**config.mk**
```make
export PLATFORM = sky130hd
export DESIGN_NAME = uart_io_buffer
export DESIGN_NICKNAME = d
export VERILOG_FILES = /design/src/rtl/uart_pkg.sv /design/src/rtl/sync_fifo.sv /design/src/rtl/uart_io_buffer.sv
export SDC_FILE = /design/constraint.sdc
export NUM_CORES = 1
export LEC_CHECK = 0
export CORE_MARGIN = 10
export CORE_UTILIZATION = 25
export CTS_CLUSTER_DIAMETER = 60
export DETAILED_ROUTE_END_ITERATION = 12
export PLACE_DENSITY = 0.36
export SYNTH_ARGS = -nofsm -noshare
export SYNTH_HDL_FRONTEND = slang
export SYNTH_SLANG_ARGS = --single-unit
```
**constraint.sdc**
```tcl
create_clock -name clk -period 4.5 [get_ports clk]
set_input_delay 0.675 -clock clk [delete_from_list [all_inputs] [get_ports clk]]
set_output_delay 0.675 -clock clk [all_outputs]
set_load 0.01 [all_outputs]
```
**src/rtl/uart_pkg.sv**
```systemverilog
// uart_pkg: shared byte width and TX FSM state encodings for the UART buffer
`timescale 1ns/1ps
package uart_pkg;
   localparam int BYTE_W = 8;
   typedef enum logic [1:0] {
      IDLE      = 2'd0,
      START     = 2'd1,
      WAIT_BUSY = 2'd2,
      WAIT_DONE = 2'd3
   } tx_state_t;
endpackage

```
**src/rtl/sync_fifo.sv**
```systemverilog
// sync_fifo: first-word fall-through FIFO; push while full is accepted only alongside a pop
`timescale 1ns/1ps
module sync_fifo #(
   parameter int WIDTH = 8,
   parameter int DEPTH = 16
) (
   input  logic                     clk,
   input  logic                     reset,
   input  logic                     i_push,
   input  logic [WIDTH-1:0]         i_din,
   input  logic                     i_pop,
   output logic [WIDTH-1:0]         o_dout,
   output logic                     o_full,
   output logic                     o_empty,
   output logic [$clog2(DEPTH):0]   o_count
);
   localparam int AW = $clog2(DEPTH);
   logic [WIDTH-1:0] r_mem [DEPTH];
   logic [AW-1:0]    r_wr_ptr, r_rd_ptr;
   logic [AW:0]      r_count;
   logic             w_push, w_pop;
   assign w_pop   = i_pop & (r_count != '0);
   assign w_push  = i_push & ((r_count != (AW+1)'(DEPTH)) | w_pop);
   assign o_empty = r_count == '0;
   assign o_full  = r_count == (AW+1)'(DEPTH);
   assign o_count = r_count;
   assign o_dout  = o_empty ? '0 : r_mem[r_rd_ptr];
   // storage write; contents need no reset since count gates visibility
   always_ff @(posedge clk)
      if (w_push) r_mem[r_wr_ptr] <= i_din;
   // pointers wrap naturally at power-of-two depth; count tracks occupancy
   always_ff @(posedge clk or posedge reset)
      if (reset) begin
         r_wr_ptr <= '0;
         r_rd_ptr <= '0;
         r_count  <= '0;
      end else begin
         if (w_push) r_wr_ptr <= r_wr_ptr + AW'(1);
         if (w_pop) r_rd_ptr <= r_rd_ptr + AW'(1);
         r_count <= r_count + (AW+1)'(w_push) - (AW+1)'(w_pop);
      end
endmodule

```
**src/rtl/uart_io_buffer.sv**
```systemverilog
// uart_io_buffer: RX/TX byte FIFOs between the uart and the core's ,/. logic
`timescale 1ns/1ps
module uart_io_buffer
   import uart_pkg::*;
#(
   parameter int DEPTH = 16
) (
   input  logic              clk,
   input  logic              reset,
   input  logic [BYTE_W-1:0] uart_data_rx,
   input  logic              uart_receive_done,
   output logic [BYTE_W-1:0] uart_data_tx,
   output logic              uart_start_transmit,
   input  logic              uart_tx_ready,
   output logic [BYTE_W-1:0] rd_data,
   output logic              rd_valid,
   input  logic              rd_ready,
   input  logic [BYTE_W-1:0] wr_data,
   input  logic              wr_valid,
   output logic              wr_ready,
   output logic              rx_overflow,
   output logic              tx_idle
);
   logic                    r_rx_done_d, r_rx_push;
   logic [BYTE_W-1:0]       r_rx_byte;
   tx_state_t               r_state;
   logic                    w_rx_full, w_rx_empty, w_rd_pop;
   logic [$clog2(DEPTH):0]  w_rx_count, w_tx_count;
   logic                    w_tx_full, w_tx_empty, w_tx_pop, w_tx_push;
   logic [BYTE_W-1:0]       w_tx_head;
   assign w_rd_pop  = rd_ready & (w_rx_count != '0);
   assign rd_valid  = ~w_rx_empty;
   assign wr_ready  = ~w_tx_full;
   assign w_tx_push = wr_valid & ~w_tx_full;
   assign w_tx_pop  = (r_state == IDLE) & ~w_tx_empty & uart_tx_ready;
   assign tx_idle   = (w_tx_count == '0) & (r_state == IDLE) & uart_tx_ready;
   sync_fifo #(.WIDTH(BYTE_W), .DEPTH(DEPTH)) u_rx_fifo (
      .clk(clk), .reset(reset), .i_push(r_rx_push), .i_din(r_rx_byte), .i_pop(w_rd_pop),
      .o_dout(rd_data), .o_full(w_rx_full), .o_empty(w_rx_empty), .o_count(w_rx_count)
   );
   sync_fifo #(.WIDTH(BYTE_W), .DEPTH(DEPTH)) u_tx_fifo (
      .clk(clk), .reset(reset), .i_push(w_tx_push), .i_din(wr_data), .i_pop(w_tx_pop),
      .o_dout(w_tx_head), .o_full(w_tx_full), .o_empty(w_tx_empty), .o_count(w_tx_count)
   );
   // receive_done rising edge becomes a one-cycle registered push; a drop while full sets the sticky flag
   always_ff @(posedge clk or posedge reset)
      if (reset) begin
         r_rx_done_d <= 1'b0;
         r_rx_push   <= 1'b0;
         r_rx_byte   <= '0;
         rx_overflow <= 1'b0;
      end else begin
         r_rx_done_d <= uart_receive_done;
         r_rx_push   <= uart_receive_done & ~r_rx_done_d;
         r_rx_byte   <= uart_data_rx;
         if (r_rx_push & w_rx_full & ~w_rd_pop) rx_overflow <= 1'b1;
      end
   // TX FSM: load a byte, pulse start once, then follow tx_ready low and back high
   always_ff @(posedge clk or posedge reset)
      if (reset) begin
         r_state             <= IDLE;
         uart_data_tx        <= '0;
         uart_start_transmit <= 1'b0;
      end else begin
         case (r_state)
            IDLE:
               if (w_tx_pop) begin
                  uart_data_tx        <= w_tx_head;
                  uart_start_transmit <= 1'b1;
                  r_state             <= START;
               end
            START: begin
               uart_start_transmit <= 1'b0;
               r_state             <= WAIT_BUSY;
            end
            WAIT_BUSY: if (!uart_tx_ready) r_state <= WAIT_DONE;
            WAIT_DONE: if (uart_tx_ready) r_state <= IDLE;
            default:   r_state <= IDLE;
         endcase
      end
endmodule
```
==> flow_summary.toml, run 1 <==
[outcome]
outcome = "complete, no violations"

[yosys]
synth_cells = 627
seq_area_frac_synth_pct = 72.9
synth-seq-cells = 304
yosys_warnings = 0
async_flop_share_pct = 15.8
synth_area_leaders = "edfxtp_1 63%, mux4_2 12%, dfrtp_1 9.8%"
ys_types = 47
avgSynthCellArea_um2 = 19.5
synth_flop_cell = "edfxtp_1"
synth_edf_count = 256
yosys.area.top_type_share_pct = 63.0
yosysTopAreaCell = "edfxtp_1"
synth_area_um2 = 12200
syn_nets = 678

[worst_setup_path]
critPathLaunchType = "flip-flop"
crit_path_end_kind = "output port"
worstPathCellList = "buf_4, mux4_2, mux2i_1, o22ai_1, clkdlybuf4s50_1"
path_max_fanout = 17
slowest_stage = "mux4_2"
slowest_delay_ns = 0.57
cp.arrival_ns = 2.84
crit_buf_inv = 2
path_delay_family = "buffers and inverters"
critPathRequiredTime_ns = 3.83
worst-setup-path-type = "flip-flop to output port"

[sta]
rsz0062_at_grt = "false"
fin_tns_setup_ns = 0
fmax_ghz = 0.285
timing.final.max_slew_violations = 0
period_share_pct = 78.1
tightest_slew_ns = 1.11
setup_ws_ns = 0.987
min_period_ns = 3.51
finClkSkew_ns = 0.0240
maxSlewHeadroom_pct = 25.7
finalSetupViolations = 0
finalHoldViolations = 0

[final_layout]
diodes = 0
drive_gt1_share_pct = 20.5
final_nets = 747
syn2layout_area_growth_pct = 19.2
fin_cells = 1338

[global_route]
grt_max_degree = 36
met3_usage_pct = 2.30
gr-usage-all-layers_pct = 9.89
antenna_found_initial = 0
grt_pass1_wl_um = 42200
grt_pass1_vias = 6599
gr-max-usage-layer = "met2"
met1_usage_pct = 11.5
grtUsageMet2_pct = 17.6
grt_overflow = 0

[floorplan]
initial_core_util_pct = 25.4
die_w_um = 241
ios = 43
die_h_um = 241
die_area_um2 = 58000
num_rows = 80
fp.coreArea_um2 = 47900

[clocking]
cts_sinks = 304
htreeDepth = 2
cts_tree = "built"
hold_buffers = 0
clk_latency_ns = 0.54
cts.path.max_buffers = 3
cts-root-buf = "clkbuf_16"
path_clk_slew_ns = 0.05
numCtsBuffers = 38
ctsResizeCount = 0
postCtsSetupBuffers = 0

[placement]
pre_cts_slack_ns = 1.26
io_buffers = 42
dp_cells = 1271
place.gp.congestion = 0.720
hpwlAfterDp_um = 18500

[drt]
drtIter0Drc = 279
antenna_left = 0
dr.pass1.iters = 5
viasPerCell = 4.35
wirelength_um = 28000
num_vias = 5819
drc = 0
routedWlPerCell_um = 20.9

[pwr]
ir_drop_mv = 0.247
p_leak_nw = 4.95
fin_total_pwr_w = 0.00938
powerDensity_nw_per_um2 = 645

[job]
maxCapViolations = 0

[worst_hold_path]
min_path_type = "flip-flop to flip-flop"
==> final cells by class <==
class	count	area (µm²)
fillers	4625	33400
flip-flops and latches	304	8890
multi-input cells	264	3010
clock buffers	50	1050
well taps	615	769
repair buffers	58	541
clock inverters	17	169
inverters	30	113
==> power by group <==
part           total (W)  internal (W)  switching (W)
clock            0.00295       0.00181        0.00114
sequential       0.00379       0.00342       0.000370
combinational    0.00264       0.00132        0.00132
==> metal layers <==
layer | routed length (µm) | part of all wire [%]
met1 | 11600 | 41
met2 | 14600 | 52
met3 | 1110 | 4.0
met4 | 725 | 2.6
met5 | 0 | 0
==> worst paths after layout <==
| path | from | slack [ns] | cells past startpoint | endpoint |
|---|---|---|---|---|
| min in group asynchronous | reset | 0.51 | 2 | r_rx_byte[5]$_DFF_PP0_ |
| min reg2reg | r_rx_done_d$_DFF_PP0_ | 0.39 | 1 | r_rx_push$_DFF_PP0_ |
| max reg2reg | u_tx_fifo.o_count[3]$_DFF_PP0_ | 1.38 | 14 | u_tx_fifo.o_count[4]$_DFF_PP0_ |
| max in group asynchronous | reset | 3.16 | 3 | u_rx_fifo.r_rd_ptr[0]$_DFFE_PP0N_ |
| min | r_rx_done_d$_DFF_PP0_ | 0.39 | 1 | r_rx_push$_DFF_PP0_ |
| max | u_rx_fifo.r_rd_ptr[0]$_DFFE_PP0N_ | 0.99 | 5 | rd_data[3] |
==> cells in the mapped netlist (8+ instances only) <==
cell type and number:
edfxtp_1 256, mux4_2 64, dfrtp_1 48, inv_1 29
ha_1 27, mux2i_1 24, nor2_1 20, nand2_1 18
o22ai_1 15, xnor2_1 15, a21o_1 9, a211oi_1 8
and2_1 8
==> flip-flops by register name, indices dropped and copies added (netlist names) <==
name	count
r_rx_byte	8
r_rx_done_d	1
r_rx_push	1
r_state	2
rx_overflow	1
u_rx_fifo.o_count	5
u_rx_fifo.r_mem	128
u_rx_fifo.r_rd_ptr	4
u_rx_fifo.r_wr_ptr	4
u_tx_fifo.o_count	5
u_tx_fifo.r_mem	128
u_tx_fifo.r_rd_ptr	4
u_tx_fifo.r_wr_ptr	4
uart_data_tx	8
uart_start_transmit	1
==> per-stage QoR <==
step,util [%],hold WS (ns),cell area (µm²)
after floorplan,-,0.378,12200
final,30.3,0.394,14500
after detailed placement,27.8,0.388,13300
after global routing,30.3,0.411,14500
after CTS,30.3,0.396,14500
after global placement,27.8,0.388,13300
==> logic make-up (layout without fill, tap and decap cells) <==
kind of cell	after synthesis	in the layout	share of synthesized area (%)
buffers and inverters	59	155	2.45
adders and majority gates	29	29	3.10
muxes	90	90	14.0
and+or+nand+nor	77	77	3.37
AOI/OAI and AO/OA	48	48	2.77
DFF	304	304	72.9
xor gates and xnor gates	20	20	1.44
==> cells in the final DEF, fill, tap and decap left out, drive strengths merged, types with 8 or more instances in the layout <==
cell type        n
edfxtp         256
mux4            64
clkbuf          50
dfrtp           48
clkdlybuf4s50   42
inv             31
ha              27
mux2i           24
nor2            20
nand2           18
buf             16
o22ai           15
xnor2           15
clkinv          12
a21o             9
and2             9
a211oi           8
Power figures use the tool's default switching activity.
==> run 2, diff against run 1 <==
Settings changed: PLACE_DENSITY 0.36 to 0.38.
Clock period 4.5 ns to 3 ns, I/O delays scaled along.
==> run 2 against run 1 <==
Global-route usage shrank 0.23 points. Wire length shrank 2.8%. Die area did not move. Final cell count increased by 1.9%. Sequential share of layout area fell by 1.1 points. Via count is 0.77% higher.
==> flow_summary.toml, run 2 (synthesis gave the netlist of run 1 again) <==
[sta]
fin_tns_setup_ns = 0
timing.final.max_slew_violations = 0
finalHoldViolations = 0
rsz0062_at_grt = "false"
fmax_ghz = 0.352
min_period_ns = 2.84
tightest_slew_ns = 0.991
finalSetupViolations = 0
maxSlewHeadroom_pct = 33.9
period_share_pct = 94.6
finClkSkew_ns = 0.0339

[worst_setup_path]
slowest_delay_ns = 0.52
crit_buf_inv = 2
critPathLaunchType = "flip-flop"
path_delay_family = "multiplexers"
path_max_fanout = 10
critPathRequiredTime_ns = 2.55
cp.arrival_ns = 2.39
worst-setup-path-type = "flip-flop to output port"
crit_path_end_kind = "output port"
slowest_stage = "mux4_2"
worstPathCellList = "bufbuf_16, mux4_2, mux2i_1, o22ai_1, dlygate4sd2_1"

[drt]
antenna_left = 0
routedWlPerCell_um = 20.0
num_vias = 5864
viasPerCell = 4.30
wirelength_um = 27200
drtIter0Drc = 280
dr.pass1.iters = 4
drc = 0

[clocking]
cts.path.max_buffers = 3
cts_sinks = 304
cts-root-buf = "clkbuf_16"
htreeDepth = 2
numCtsBuffers = 38
cts_tree = "built"
clk_latency_ns = 0.55
path_clk_slew_ns = 0.06

[placement]
place.gp.congestion = 0.715
hpwlAfterDp_um = 18000
io_buffers = 42

[final_layout]
fillers = 4631
utilization_pct = 30.9
syn2layout_area_growth_pct = 21.4
layout.cells.most_common = "edfxtp_1"
final_nets = 770
drive_gt1_share_pct = 25.0
layout_common_cells = "256 x edfxtp_1, 64 x mux4_2, 47 x dfrtp_1, 38 x clkbuf_16, 35 x buf_4"
largestRegisters = "u_rx_fifo.r_mem: 128 flops, u_tx_fifo.r_mem: 128 flops"
diodes = 0

[floorplan]
die_h_um = 241
ios = 43
initial_core_util_pct = 25.4
num_rows = 80
die_area_um2 = 58000
fp.coreArea_um2 = 47900
die_w_um = 241

[global_route]
grt_overflow = 0
gr-usage-all-layers_pct = 9.66
antenna_found_initial = 0
grt_max_degree = 36
grt_pass1_wl_um = 42000
grt_pass1_vias = 6448

[pwr]
p_leak_nw = 5.09
powerDensity_nw_per_um2 = 959
ir_drop_mv = 0.379

[job]
maxCapViolations = 0

[outcome]
outcome = "complete, no violations"

[worst_hold_path]
min_path_type = "primary input to async pin"
-- run 2: final cells by class --
class / instances / area, µm² / share of cell area (%)
Sequential cell: 304 / 8890 / 60.0
Clock inverter: 18 / 221 / 1.50
Inverter: 30 / 113 / 0.761
Clock buffer: 51 / 1020 / 6.89
Multi-Input combinational cell: 264 / 3050 / 20.6
Timing Repair Buffer: 81 / 747 / 5.04
Tap cell: 615 / 769 / 5.20
-- run 2: what timing repair did --
item | in CTS | in global routing
gates cloned | 1 | 0
endpoints found under the setup margin | 8 | 6
hold buffers | 0 | 0
pin swaps | 0 | 1
gates resized for setup | 16 | 11
setup buffers | 1 | 0
-- run 2: worst paths after layout --
kind / endpoint / slack, ns / depth (start not counted) / from
worst min-delay path: r_rx_byte[6]$_DFF_PP0_ / 0.16 / 2 / reset
max in group asynchronous: u_rx_fifo.r_rd_ptr[0]$_DFFE_PP0N_ / 2.17 / 3 / reset
min in group clk: r_rx_byte[5]$_DFF_PP0_ / 0.34 / 1 / uart_data_rx[5]
worst min register to register: r_rx_push$_DFF_PP0_ / 0.39 / 1 / r_rx_done_d$_DFF_PP0_
worst max-delay path: rd_data[4] / 0.16 / 5 / u_rx_fifo.r_rd_ptr[0]$_DFFE_PP0N_
worst max register to register: u_rx_fifo.o_count[4]$_DFF_PP0_ / 0.22 / 13 / u_rx_fifo.o_count[3]$_DFF_PP0_
-- run 2: worst register-to-register path, delay by kind of cell, from the launching register on --
family / cells / cell delay (ns)
buffers and inverters: 4 / 0.29
AND/OR/NAND/NOR: 2 / 0.71
flip-flops: 1 / 0.39
adder cells (fa/ha/maj): 4 / 0.97
AO/OA/AOI/OAI: 2 / 0.21
XOR/XNOR: 1 / 0.14
-- run 2: metal layers --
| layer | up-vias | track usage (%) | share of wire (%) |
|---|---|---|---|
| met5 | - | 0 | 0 |
| met4 | 0 | 3.41 | 2.2 |
| met3 | 48 | 1.96 | 3.3 |
| met2 | 83 | 16.7 | 51 |
| met1 | 3071 | 11.8 | 43 |
| li1 | 2662 | - | - |
-- run 2: stage by stage --
stage          cells  hold WS (ns)  setup WS, ns  power [W]  instance area (µm²)
2_1_floorplan    627         0.378         0.297    0.00840                12200
3_3_place_gp    1292         0.390         0.298    0.00978                13500
3_5_place_dp    1292         0.386         0.175    0.00990                13500
4_1_cts         1363         0.153        0.0176     0.0145                14800
5_1_grt         1363         0.186        0.0251     0.0150                14800
6_report        1363         0.163         0.163     0.0142                14800
-- run 2: power breakdown --
| group | switching, W | internal (W) | total, W |
|---|---|---|---|
| clock | 0.00180 | 0.00269 | 0.00449 |
| combinational | 0.00210 | 0.00207 | 0.00417 |
| sequential | 0.000417 | 0.00513 | 0.00555 |
